File: src/rtl/display_scan_7seg.sv
// display_scan_7seg
//   Multiplexed 7-segment driver. It takes a WIDTH-bit unsigned value and
//   shows it in decimal on DIGITS digits. Binary-to-BCD conversion is
//   sequential: shift-add-3, one bit per clock, behind a valid/ready
//   handshake. A prescaled scan counter time-multiplexes the digits.
//
//   Ports
//     clock    system clock, rising edge
//     reset_n  asynchronous active-low reset
//     numero   value to display, sampled only when valid && ready
//     valid    load request
//     ready    1 = idle, the next valid is accepted
//     ovf      1 = last loaded value needs more than DIGITS digits
//     display  [DIGITS+7:8] digit enables, active-low one-hot
//              [7:0]        segments {dp,g,f,e,d,c,b,a}, active-high
//
//   Build option
//     DISP7SEG_LZB_EN  leading-zero blanking. When it is defined, each
//                      upper digit that is zero, with all higher digits
//                      also zero, shows blank. Digit 0 is never blanked.

// Nibble to segment decoder. Codes 0-9 give decimal glyphs.
// Every other code, including the blank code 4'hF, turns all segments off.
module bin2sevenSeg (
    input  logic [3:0] bin,
    output logic [7:0] seg
);
    always_comb begin
        seg = 8'h00;
        case (bin)
            4'd0: seg = 8'h3F;
            4'd1: seg = 8'h06;
            4'd2: seg = 8'h5B;
            4'd3: seg = 8'h4F;
            4'd4: seg = 8'h66;
            4'd5: seg = 8'h6D;
            4'd6: seg = 8'h7D;
            4'd7: seg = 8'h07;
            4'd8: seg = 8'h7F;
            4'd9: seg = 8'h6F;
            default: seg = 8'h00;
        endcase
    end
endmodule

module display_scan_7seg #(
    parameter int WIDTH    = 8,
    parameter int DIGITS   = 4,
    parameter int SCAN_DIV = 50000
) (
    input  logic              clock,
    input  logic              reset_n,
    input  logic [WIDTH-1:0]  numero,
    input  logic              valid,
    output logic              ready,
    output logic              ovf,
    output logic [DIGITS+7:0] display
);
    // ceil(WIDTH/3) decimal nibbles hold any WIDTH-bit value (10^(1/3) > 2)
    localparam int NB = (WIDTH + 2) / 3;
    localparam int CW = $clog2(WIDTH + 1);
    localparam int PW = (SCAN_DIV > 1) ? $clog2(SCAN_DIV) : 1;
    localparam int IW = (DIGITS > 1) ? $clog2(DIGITS) : 1;

    typedef enum logic [1:0] {S_IDLE, S_SHIFT, S_LOAD} state_t;

    state_t                   state_q, state_d;
    logic [WIDTH-1:0]         sreg_q;
    logic [NB-1:0][3:0]       bcd_q, bcd_adj;
    logic [NB*4+WIDTH-1:0]    shifted;
    logic [CW-1:0]            cnt_q;
    logic [DIGITS-1:0][3:0]   dig_q, dig_load, shown;
    logic                     ovf_q, ovf_load;
    logic [PW-1:0]            pre_q;
    logic [IW-1:0]            idx_q;
    logic [DIGITS-1:0]        en;
    logic [7:0]               seg;

    // ---------------- conversion FSM ----------------
    always_ff @(posedge clock or negedge reset_n) begin
        if (!reset_n) state_q <= S_IDLE;
        else          state_q <= state_d;
    end

    always_comb begin
        state_d = state_q;
        case (state_q)
            S_IDLE:  if (valid) state_d = S_SHIFT;
            S_SHIFT: if (cnt_q == CW'(WIDTH - 1)) state_d = S_LOAD;
            S_LOAD:  state_d = S_IDLE;
            default: state_d = S_IDLE;
        endcase
    end

    assign ready = (state_q == S_IDLE);

    // Add 3 before the shift, so a nibble >= 5 carries into the next decade.
    always_comb begin
        bcd_adj = bcd_q;
        for (int i = 0; i < NB; i++)
            if (bcd_q[i] >= 4'd5) bcd_adj[i] = bcd_q[i] + 4'd3;
    end
    assign shifted = {bcd_adj, sreg_q} << 1;

    // Digits beyond the BCD width read as 0. BCD nibbles beyond DIGITS set ovf.
    for (genvar i = 0; i < DIGITS; i++) begin : g_dig
        if (i < NB) begin : g_bcd
            assign dig_load[i] = bcd_q[i];
        end else begin : g_zero
            assign dig_load[i] = 4'd0;
        end
    end
    if (NB > DIGITS) begin : g_ovf
        assign ovf_load = |bcd_q[NB-1:DIGITS];
    end else begin : g_no_ovf
        assign ovf_load = 1'b0;
    end

    always_ff @(posedge clock or negedge reset_n) begin
        if (!reset_n) begin
            sreg_q <= '0;
            bcd_q  <= '0;
            cnt_q  <= '0;
            dig_q  <= '0;
            ovf_q  <= 1'b0;
        end else begin
            case (state_q)
                S_IDLE: if (valid) begin
                    sreg_q <= numero;
                    bcd_q  <= '0;
                    cnt_q  <= '0;
                end
                S_SHIFT: begin
                    {bcd_q, sreg_q} <= shifted;
                    cnt_q           <= cnt_q + 1'b1;
                end
                S_LOAD: begin
                    dig_q <= dig_load;
                    ovf_q <= ovf_load;
                end
                default: ;
            endcase
        end
    end

    assign ovf = ovf_q;

    // ---------------- digit scan ----------------
    always_ff @(posedge clock or negedge reset_n) begin
        if (!reset_n) begin
            pre_q <= '0;
            idx_q <= '0;
        end else if (pre_q == PW'(SCAN_DIV - 1)) begin
            pre_q <= '0;
            idx_q <= (idx_q == IW'(DIGITS - 1)) ? '0 : idx_q + 1'b1;
        end else begin
            pre_q <= pre_q + 1'b1;
        end
    end

`ifdef DISP7SEG_LZB_EN
    // Walk from the top digit down. lead stays set while every digit so far is zero.
    logic lead;
    always_comb begin
        shown = dig_q;
        lead  = 1'b1;
        for (int i = DIGITS - 1; i >= 0; i--) begin
            lead = lead & (dig_q[i] == 4'd0);
            if (i != 0 && lead) shown[i] = 4'hF;
        end
    end
`else
    assign shown = dig_q;
`endif

    always_comb begin
        en = '1;
        for (int i = 0; i < DIGITS; i++)
            if (idx_q == IW'(i)) en[i] = 1'b0;
    end

    bin2sevenSeg u_seg (
        .bin (shown[idx_q]),
        .seg (seg)
    );

    assign display = {en, seg};
endmodule
File: config.mk
export PLATFORM = sky130hd
export DESIGN_NAME = display_scan_7seg
export DESIGN_NICKNAME = d
export VERILOG_FILES = /design/src/rtl/display_scan_7seg.sv
export SDC_FILE = /design/constraint.sdc
export NUM_CORES = 1
export LEC_CHECK = 0
export ABC_AREA = 1
export CAP_MARGIN = 20
export CORE_MARGIN = 3
export CORE_UTILIZATION = 60
export DETAILED_ROUTE_END_ITERATION = 8
export PLACE_DENSITY_LB_ADDON = 0.1
export SLEW_MARGIN = 25
export SYNTH_ARGS = -nofsm -noshare
export SYNTH_HDL_FRONTEND = slang
export SYNTH_HIERARCHICAL = 1
export SYNTH_SLANG_ARGS = --single-unit
File: constraint.sdc
create_clock -name clock -period 4.4 [get_ports clock]
set_clock_uncertainty 0.15 [all_clocks]
set_input_delay 1.1 -clock clock [delete_from_list [all_inputs] [get_ports clock]]
set_output_delay 1.1 -clock clock [all_outputs]
set_load 0.05 [all_outputs]
==> run metrics, run 1 <==
Core Region 4850 µm²; Crit Path Class register to output pin; met1 WL 2.71 mm; setup tns final 0 ps; largest net degree at the start of global routing 34; yosys warns 6; DP HPWL 4.18 mm; Die Y 77.6 µm; Layout Nets 451; hold crit path type register to register; RR Startpoint state_q[1]$_DFFE_PN0P_; GRT Residual Overflow 0; Routed Antenna Nets 0; synthesized area per cell 7.69 µm²; CTS tree built; Num Clock Sinks 56; Cells after Synth 400; min-delay src sreg_q[0]$_DFFE_PN0P_; CTS buffer count 5; post-synth design cell area 3080 µm²; GR Util All Layers 21.1%; Critical path origin idx_q[0]$_DFFE_PN0N_; #FFs+latches synth 56; highest routed layer met4; crit path max fanout 11; Worst-Margin Slew 819 ps; # IOs 25; final hold violation count 0; vias in the first global route 2,360; largest cells by area after synthesis dfrtp_1 46%, nand2_1 14%, ha_1 7.3%, inv_1 6.2%, o21ai_0 5.9%; Root Driver clkbuf_8; fmax 0.245 GHz; Max H-tree Level 2; depth of the most critical reg-to-reg path 6; layout cells sized above 1 5.67%; antenna violations before repair 0; starting density of the core 63.4%; clock transition at the registers of the reported paths 100 ps; Peak VDD IR 0.438 mV; Bufs on Longest Clock Path 2; worst path arrival time 2830 ps; DR WL met3 211 µm; routability cong. 0.892; critical path startpoint category register; ANT cells 0; worst-skew pair later-pin latency 320 ps; die width 77.6 µm; Post-synth ARST share 100%; fin crit share 92.7%; vias per cell 5.07; Slew headroom 45.4%; net count after synthesis 429; leak pwr 1.75 nW; CP Data Required Time 3150 ps; Min-Delay Path Depth 2; result of the run finished clean; Pwr Total 2.15 mW; fin. max-slew vios 0; post-synth cell types 27; sequential area share after synthesis 45.6%; number of port buffers 22; MaxCap Viol Count 0; via count 2,485; min Tclk post-route 4080 ps; area leader, netlist dfrtp_1; Critical Path End Type output pin; Critical Path End display[1]; Area growth syn-to-layout 12.0%; Yosys top cell area share 45.6%; DRC viols 0; first-pass GRT wire length 10.3 mm; synth cell count leaders 115 x nand2_1, 56 x dfrtp_1, 51 x inv_1; Routed WL 5.73 mm; hold slack 339 ps; Setup Fix Bufs, Post-CTS 0; initial drt markers 114; flop2flop setup slack 2130 ps; worst r2r dst sreg_q[7]$_DFFE_PN0P_; final setup fails 0; unrepaired setup endpoints after global routing no; Post-synth EDFFs 0; Row Count 25; power density over cell area 625 nW/µm²; Pre-antenna DRT Iters 4; wire per inst 11.7 µm; met2 WL post-DR 2.77 mm; dominant cell by count in the synthesized netlist nand2_1; full die area 6020 µm²; top_reg_cell synth dfrtp_1
-- cell families after synthesis --
| logic type | count (synthesis) | synth area share, % |
|---|---|---|
| AO/OA/AOI/OAI | 59 | 10.5 |
| XOR/XNOR | 7 | 1.99 |
| adder cells (fa/ha/maj) | 18 | 7.32 |
| buffers and inverters | 65 | 8.58 |
| flip-flops | 56 | 45.6 |
| other | 2 | 0.244 |
| AND/OR/NAND/NOR | 193 | 25.8 |
-- power breakdown --
| group | switching [mW] | internal (mW) |
|---|---|---|
| Sequential | 0.0950 | 0.663 |
| Clock | 0.171 | 0.172 |
| Combinational | 0.699 | 0.353 |
| Total | 0.965 | 1.19 |
-- metal layers --
metal	vias to the layer above	GRT usage, %
li1	1292	-
met1	1151	26.8
met2	40	36.3
met3	2	3.83
met4	0	6.58
met5	-	0
-- worst min path at each step --
stage / to / slack [ps]
2_1_floorplan: sreg_q[0]$_DFFE_PN0P_ / 290
3_3_place_gp: sreg_q[0]$_DFFE_PN0P_ / 310
3_5_place_dp: sreg_q[0]$_DFFE_PN0P_ / 310
4_1_cts: sreg_q[0]$_DFFE_PN0P_ / 340
5_1_grt: sreg_q[0]$_DFFE_PN0P_ / 380
6_report: sreg_q[0]$_DFFE_PN0P_ / 340
-- stage by stage --
stage	setup WS [ps]	util (%)	area [µm²]	cells
2_1_floorplan	1190	-	3080	400
3_3_place_gp	556	68.7	3330	482
3_5_place_dp	444	68.7	3330	482
4_1_cts	89.6	71.0	3440	490
5_1_grt	38.0	71.1	3450	490
6_report	320	71.1	3450	490
-- cell type report --
| class | count | area, µm² |
|---|---|---|
| repair buffers | 23 | 225 |
| flip-flops and latches | 56 | 1400 |
| clock buffers | 6 | 72.6 |
| inverters | 57 | 214 |
| fillers | 398 | 1400 |
| well taps | 67 | 83.8 |
| multi-input cells | 279 | 1410 |
| clock inverters | 2 | 38.8 |
-- critical path, stage by stage, from the launching register on --
cell and delay, ps:
dfrtp_1 480, clkinv_1 300, nand3_1 160, o21ai_0 160, inv_1 170, ha_1 250, nand2_1 80, nand2_1 50
nand2_1 60, clkdlybuf4s50_1 790
-- what timing repair did --
action | in CTS | in global routing
resized for setup | 0 | 2
hold buffers | 0 | 0
setup endpoints to repair | 0 | 3
-- sequential cells by signal, indices dropped and copies added (netlist names) --
name / cells
idx_q: 2
dig_q: 12
bcd_q: 12
pre_q: 16
sreg_q: 8
state_q: 2
cnt_q: 4
-- cells in the final DEF, fill, tap and decap left out, types with 2 or more instances in the layout --
cell type and n:
ha_1 18, clkdlybuf4s50_1 20, nand2_2 6, a21oi_1 7, nor2_1 46, nand3_1 20, o21ai_0 35, inv_2 5
a22oi_1 2, o22ai_1 4, o211ai_1 5, o21ai_1 5, clkbuf_8 5, nand2_1 115, xor2_1 7, inv_1 51
conb_1 2, nor2_2 2, dfrtp_1 56
No activity file was read; power rests on OpenSTA's default activity.
==> run 2, diff against run 1 <==
--- a/config.mk
+++ b/config.mk
@@ -5,12 +5,15 @@
 export SDC_FILE = /design/constraint.sdc
 export NUM_CORES = 1
 export LEC_CHECK = 0
-export ABC_AREA = 1
+export ABC_AREA = 0
 export CAP_MARGIN = 20
+export CELL_PAD_IN_SITES_DETAIL_PLACEMENT = 1
+export CELL_PAD_IN_SITES_GLOBAL_PLACEMENT = 1
 export CORE_MARGIN = 3
-export CORE_UTILIZATION = 60
+export CORE_UTILIZATION = 49
 export DETAILED_ROUTE_END_ITERATION = 8
 export PLACE_DENSITY_LB_ADDON = 0.1
+export SETUP_SLACK_MARGIN = 0.1
 export SLEW_MARGIN = 25
 export SYNTH_ARGS = -nofsm -noshare
 export SYNTH_HDL_FRONTEND = slang
==> run 2 against run 1 <==
Effect of this change:
- worst setup slack improved by 46 ps
- first-iteration DRC count fell by 5.3%
- total power down 2.5%
- maximum frequency increased by 1.1%
- combinational power is 8% lower
- synthesized cell count is 25% lower
- sequential share of layout area increased by 0.94 points
- wire length increased by 15%
- clock power rose by 5%
- core utilization shrank 12 points
==> run metrics, run 2 <==
post-synth design cell area 2980 µm² (-3.0%); fmax 0.248 GHz (+1.1%); DRC viols 0 (unchanged); dominant cell by count in the synthesized netlist dfrtp_1; number of port buffers 22 (unchanged); MaxCap Viol Count 0 (unchanged); Post-synth ARST share 100% (unchanged); Fill cells 653 (+64%); layout cells sized above 1 10.0% (+4.3 points); GR Util All Layers 19.8% (-1.2 points); hold crit path type register to register; Simple-Gate Fraction of Synth Area 16.2% (-9.6 points); worst-skew pair later-pin latency 320 ps (about the same); Layout Nets 348 (-23%); main combinational cell family by area after synthesis simple AND/OR/NAND/NOR gates; Routed WL 6.58 mm (+15%); Max H-tree Level 2 (unchanged); final setup fails 0 (unchanged); Num Clock Sinks 56 (unchanged); yosys warns 6 (unchanged); Pre-antenna DRT Iters 4 (unchanged); min-delay src sreg_q[7]$_DFFE_PN0P_; sequential area share after synthesis 47.0% (+1.4 points); setup tns final 0 ps (unchanged); unrepaired setup endpoints after global routing no; Bufs on Longest Clock Path 2 (unchanged); Setup Fix Bufs, Post-CTS 0 (unchanged); Root Driver clkbuf_8; flop2flop setup slack 1990 ps (-140 ps); worst r2r dst idx_q[1]$_DFFE_PN0N_; Area growth syn-to-layout 12.9%; via count 2,178 (-12%); initial drt markers 108 (-5.3%); fin crit share 91.7% (-1.0 points); first-pass GRT wire length 11.4 mm (+10%); top_reg_cell synth dfrtp_1; post-synth cell types 43 (+59%); max FFs per register 16 (unchanged); Pwr Total 2.10 mW (-2.5%); synth cell count leaders 56 x dfrtp_1, 33 x o21ai_0, 28 x nand2_1; fin. max-slew vios 0 (unchanged); RR Startpoint pre_q[4]$_DFF_PN0_; Critical Path End display[2]; #FFs+latches synth 56 (unchanged); largest net degree at the start of global routing 41 (+21%); DP HPWL 4.66 mm (+11%); min Tclk post-route 4030 ps (-45.5 ps); multi-input combinational cell area 1450 µm² (+2.8%); full die area 7060 µm² (+17%); Row Count 27 (+8.0%); power density over cell area 623 nW/µm² (-0.30%); Die Y 84.0 µm (+8.3%); switching part of the total 42.5% (-2.3 points); final hold violation count 0 (unchanged); vias per cell 5.56 (+9.6%); Post-Synth XOR/XNOR Area 5.58% (+3.6 points); Synth Area in Adders 7.55% (+0.22 points); antenna violations before repair 0 (unchanged); internal power 1.21 mW (+1.5%); crit path max fanout 8 (-3); Peak VDD IR 0.497 mV (+14%); P_sw 893 µW (-7.5%); Largest regs pre_q (16), bcd_q (12), dig_q (12); Flop pwr share 36.8% (+1.6 points); result of the run finished clean; Routed Antenna Nets 0 (unchanged); combinational share of power 46.1% (-2.8 points); largest cells by area after synthesis dfrtp_1 47%, ha_1 7.5%, o21ai_0 5.5%, nand2_1 3.5%, xnor2_1 3.5%; commonest non-fill, non-tap cell in the layout dfrtp_1; # IOs 25 (unchanged); leak pwr 1.52 nW (-13%); Reg area 1400 µm² (unchanged); CTS Hold Bufs 0 (unchanged); hold slack 341 ps (+1.94 ps); Cells after Synth 299 (-25%); most used cells in the layout excluding fill and tap cells 56 x dfrtp_1, 31 x o21ai_0, 28 x nand2_1; CTS buffer count 5 (unchanged); area leader, netlist dfrtp_1; depth of the most critical reg-to-reg path 4 (-2); compound-cell area share of the yosys netlist 13.9% (+3.4 points); Post-synth EDFFs 0 (unchanged); Yosys top cell area share 47.0% (+1.4 points); pre-CTS setup slack 295 ps (-150 ps); synthesized area per cell 9.98 µm² (+30%); die width 84.0 µm (+8.3%); wire per inst 16.8 µm (+44%); critical path startpoint category register; ANT cells 0 (unchanged); Core Region 5710 µm² (+18%); Critical path origin idx_q[1]$_DFFE_PN0N_; Top reg by flops pre_q; worst setup margin 365 ps (+45.5 ps); mux share of post-synthesis cell area 4.99% (+5.0 points); Slew headroom 39.0% (-6.4 points); worst path arrival time 2780 ps (-50 ps); GRT Residual Overflow 0 (unchanged); CP Data Required Time 3150 ps (about the same); Worst-Margin Slew 912 ps (+93.1 ps); routability cong. 0.854 (-4.2%); Post-Route Utilization 59.0% (-12 points); starting density of the core 52.3% (-11 points); vias in the first global route 2,303 (-2.4%); Critical Path End Type output pin; net count after synthesis 328 (-24%); Clock power frac 17.1% (+1.2 points); clock transition at the registers of the reported paths 110 ps (about the same); CTS tree built; Crit Path Class register to output pin
## run 2: changes by cell type after synthesis, moves of 6 or more
cell     change
mux2i_1      +7
nand2_2      -6
nand2_1     -87
xnor2_1     +12
nor2_1      -26
nor2b_1      +6
nand3_1     -11
nor3_1       +7
inv_1       -30
mux2_2       +6
## run 2: worst min-delay path by stage
stage | to | slack [ps] | depth (start not counted)
CTS | bcd_q[0]$_DFFE_PN0P_ | 350 | 1
global placement | sreg_q[7]$_DFFE_PN0P_ | 310 | 2
global route | bcd_q[0]$_DFFE_PN0P_ | 360 | 1
floorplan | dig_q[0]$_DFFE_PN0N_ | 300 | 2
detailed placement | dig_q[1]$_DFFE_PN0N_ | 330 | 2
finish | bcd_q[0]$_DFFE_PN0P_ | 340 | 1
## run 2: through the flow
step                instances  instance area, µm²
floorplan                 299                2980
global placement          384                3240
detailed placement        384                3240
CTS                       392                3360
global route              392                3370
finish                    392                3370
## run 2: critical path, stage by stage (launching register included)
cell and delay, ps:
dfrtp_1 470, inv_1 120, nor2_1 230, nand2_1 80, o21ai_0 150, inv_1 170
ha_1 230, a21oi_1 140, a21o_1 100, clkdlybuf4s50_1 790
## run 2: power by group through the flow
stage | combinational (mW) | clock (mW) | sequential, mW
4_1_cts | 0.978 | 0.363 | 0.772
2_1_floorplan | 0.732 | 0 | 0.733
3_3_place_gp | 0.930 | 0 | 0.777
5_1_grt | 1.06 | 0.391 | 0.797
3_5_place_dp | 0.967 | 0 | 0.782
6_report | 0.967 | 0.360 | 0.773
## run 2: area by class of cell
class                           count  area share (%)
Multi-Input combinational cell    211            43.0
Sequential cell                    56            41.6
Timing Repair Buffer               24            6.76
Tap cell                           72            2.67
Clock buffer                        6            2.45
Inverter                           21            2.34
Clock inverter                      2            1.15
## run 2: cell families (layout without fill, tap and decap cells)
family          after synthesis  count (layout)
xor+xnor                     19              19
mux                          14              14
compound gates               67              67
other cells                   2               2
fa+ha+maj                    18              18
simple gates                 91              91
flops                        56              56
buf+inv                      32              53
## run 2: what timing repair did
item,CTS,global route
gates resized for setup,1,3
gates cloned,0,0
endpoints found under the setup margin,2,3
## run 2: metal layers
metal  vias to the layer above  track usage (%)  share of wire, %
met1                      1086             27.9                49
met3                        11             3.95               2.8
met5                         -                0                 0
met2                        26             31.5                46
met4                         0             4.82               1.6
li1                       1055                -                 -
==> run 3, diff against run 2 <==
--- a/config.mk
+++ b/config.mk
@@ -11,7 +11,9 @@
 export CELL_PAD_IN_SITES_GLOBAL_PLACEMENT = 1
 export CORE_MARGIN = 3
 export CORE_UTILIZATION = 49
+export CTS_CLUSTER_DIAMETER = 30
 export DETAILED_ROUTE_END_ITERATION = 8
+export MAX_ROUTING_LAYER = met4
 export PLACE_DENSITY_LB_ADDON = 0.1
 export SETUP_SLACK_MARGIN = 0.1
 export SLEW_MARGIN = 25
==> run 3 against run 2 <==
Effect of this change:
- cell area unchanged
- clock-buffer cell count unchanged
- sequential share of layout area unchanged
- register-to-register slack is essentially flat
- worst setup slack improved by 2.4 ps
- final cell count unchanged
- sequential power about the same
- combinational power is essentially flat
- maximum frequency about the same
- critical endpoint unchanged
- total power is essentially flat
==> run metrics, run 3 (synthesis gave the netlist of run 2 again) <==
Max H-tree Level 2 (unchanged); power density over cell area 623 nW/µm² (about the same); Fill cells 653 (unchanged); Root Driver clkbuf_8; fin crit share 91.6% (about the same); result of the run finished clean; Area growth syn-to-layout 12.9% (unchanged); Pwr Total 2.10 mW (about the same); hold crit path type register to register; CP Data Required Time 3150 ps (about the same); combinational share of power 46.1% (about the same); CTS tree built; clock transition at the registers of the reported paths 110 ps (about the same); vias per cell 5.56 (about the same); Flop pwr share 36.8% (about the same); final setup fails 0 (unchanged); internal power 1.21 mW (unchanged); Top reg by flops pre_q; min Tclk post-route 4030 ps (-2.39 ps); Post-Route Utilization 59.0% (unchanged); Num Clock Sinks 56 (unchanged); worst path buffer plus inverter count 3 (unchanged); DRC viols 0 (unchanged); layout cells sized above 1 10.0% (unchanged); Bufs on Longest Clock Path 2 (unchanged); Core Region 5710 µm² (unchanged); Crit Path Class register to output pin; CTS Hold Bufs 0 (unchanged); switching part of the total 42.5% (about the same); fmax 0.248 GHz (about the same); final hold violation count 0 (unchanged); full die area 7060 µm² (unchanged); Slew headroom 39.7% (+0.70 points); Row Count 27 (unchanged); # IOs 25 (unchanged); DP HPWL 4.66 mm (unchanged); # resized after CTS 1 (unchanged); stages on the worst setup path 9 (unchanged); Worst-Margin Slew 901 ps (-10.5 ps); setup tns final 0 ps (unchanged); fin. max-slew vios 0 (unchanged); Clock power frac 17.1% (about the same); Peak VDD IR 0.497 mV (about the same); CP peak stage delay 790 ps (about the same); pre-CTS setup slack 295 ps (unchanged); critical path startpoint category register; Layout Nets 348 (unchanged); hold slack 340 ps (-0.0320 ps); CTS buffer count 5 (unchanged); worst-skew pair later-pin latency 320 ps (about the same); crit path max fanout 8 (unchanged); Critical Path End Type output pin; P_sw 893 µW (about the same); starting density of the core 52.3% (unchanged); via count 2,179 (+0.046%); most frequent CP cell inv_1; initial drt markers 90 (-17%); Min-Delay Path Depth 1 (unchanged); Routed Antenna Nets 0 (unchanged); leak pwr 1.52 nW (unchanged); largest net degree at the start of global routing 41 (unchanged); first-pass GRT wire length 11.4 mm (about the same); antenna violations before repair 0 (unchanged); worst setup margin 367 ps (+2.39 ps); commonest non-fill, non-tap cell in the layout dfrtp_1; most used cells in the layout excluding fill and tap cells 56 x dfrtp_1, 31 x o21ai_0, 28 x nand2_1; ANT cells 0 (unchanged); number of port buffers 22 (unchanged); GR Util All Layers 20.4% (+0.58 points); wire per inst 16.8 µm (-0.14%); routability cong. 0.868 (+1.6%); worst path arrival time 2780 ps (about the same); Largest regs pre_q (16), bcd_q (12), dig_q (12); slowest CP cell clkdlybuf4s50_1; Die Y 84.0 µm (unchanged); GRT Residual Overflow 0 (unchanged); MaxCap Viol Count 0 (unchanged); unrepaired setup endpoints after global routing no; flop2flop setup slack 2000 ps (about the same); CP top delay family buffers and inverters; depth of the most critical reg-to-reg path 4 (unchanged); Setup Fix Bufs, Post-CTS 0 (unchanged); Routed WL 6.57 mm (-0.14%); Pre-antenna DRT Iters 4 (unchanged); vias in the first global route 2,304 (+0.043%); die width 84.0 µm (unchanged); cells along the critical path inv_1, nor2_1, nand2_1, o21ai_0, inv_1, ha_1, a21oi_1, a21o_1, clkdlybuf4s50_1; max FFs per register 16 (unchanged)
run 3: cell counts in the layout (fill, tap and decap cells not counted):
Identical to the previous run, type by type.
run 3: cell type report:
type | instances | area, µm² | area share, %
sequential | 56 | 1400 | 41.6
timing repair buffer | 24 | 228 | 6.76
tap | 72 | 90.1 | 2.67
clock inverter | 2 | 38.8 | 1.15
inverter | 21 | 78.8 | 2.34
clock buffer | 6 | 82.6 | 2.45
multi-input combinational | 211 | 1450 | 43.0
run 3: power by group through the flow:
stage / registers [mW] / clock network, mW / logic, mW
final: 0.773 / 0.359 / 0.967
after detailed placement: 0.782 / 0 / 0.967
after global placement: 0.777 / 0 / 0.930
after global routing: 0.797 / 0.392 / 1.06
after CTS: 0.772 / 0.363 / 0.978
after floorplan: 0.733 / 0 / 0.732
run 3: worst register-to-register path, cell delays in order (launching register included):
cell and delay (ps):
dfrtp_1 460, nor4b_1 350, nand4_1 210, nor2_1 730, mux2_1 390
run 3: final timing paths:
kind	startpoint	endpoint
worst max-delay path	idx_q[1]$_DFFE_PN0N_	display[2]
worst min-delay path	sreg_q[7]$_DFFE_PN0P_	bcd_q[0]$_DFFE_PN0P_
worst max register to register	pre_q[4]$_DFF_PN0_	idx_q[1]$_DFFE_PN0N_
worst min register to register	sreg_q[7]$_DFFE_PN0P_	bcd_q[0]$_DFFE_PN0P_
max in group asynchronous	reset_n	sreg_q[1]$_DFFE_PN0P_
min in group asynchronous	reset_n	bcd_q[2]$_DFFE_PN0P_
run 3: metrics by stage:
| step | cell area, µm² | cells |
|---|---|---|
| CTS | 3360 | 392 |
| global placement | 3240 | 384 |
| global route | 3370 | 392 |
| finish | 3370 | 392 |
| floorplan | 2980 | 299 |
| detailed placement | 3240 | 384 |
run 3: metal layers:
layer	vias up	routed length (µm)	part of all wire, %	track usage (%)
li1	1056	-	-	-
met1	1086	3240	49	28.1
met2	26	3050	46	31.4
met3	11	175	2.7	3.85
met4	0	104	1.6	4.82
met5	-	0	0	-
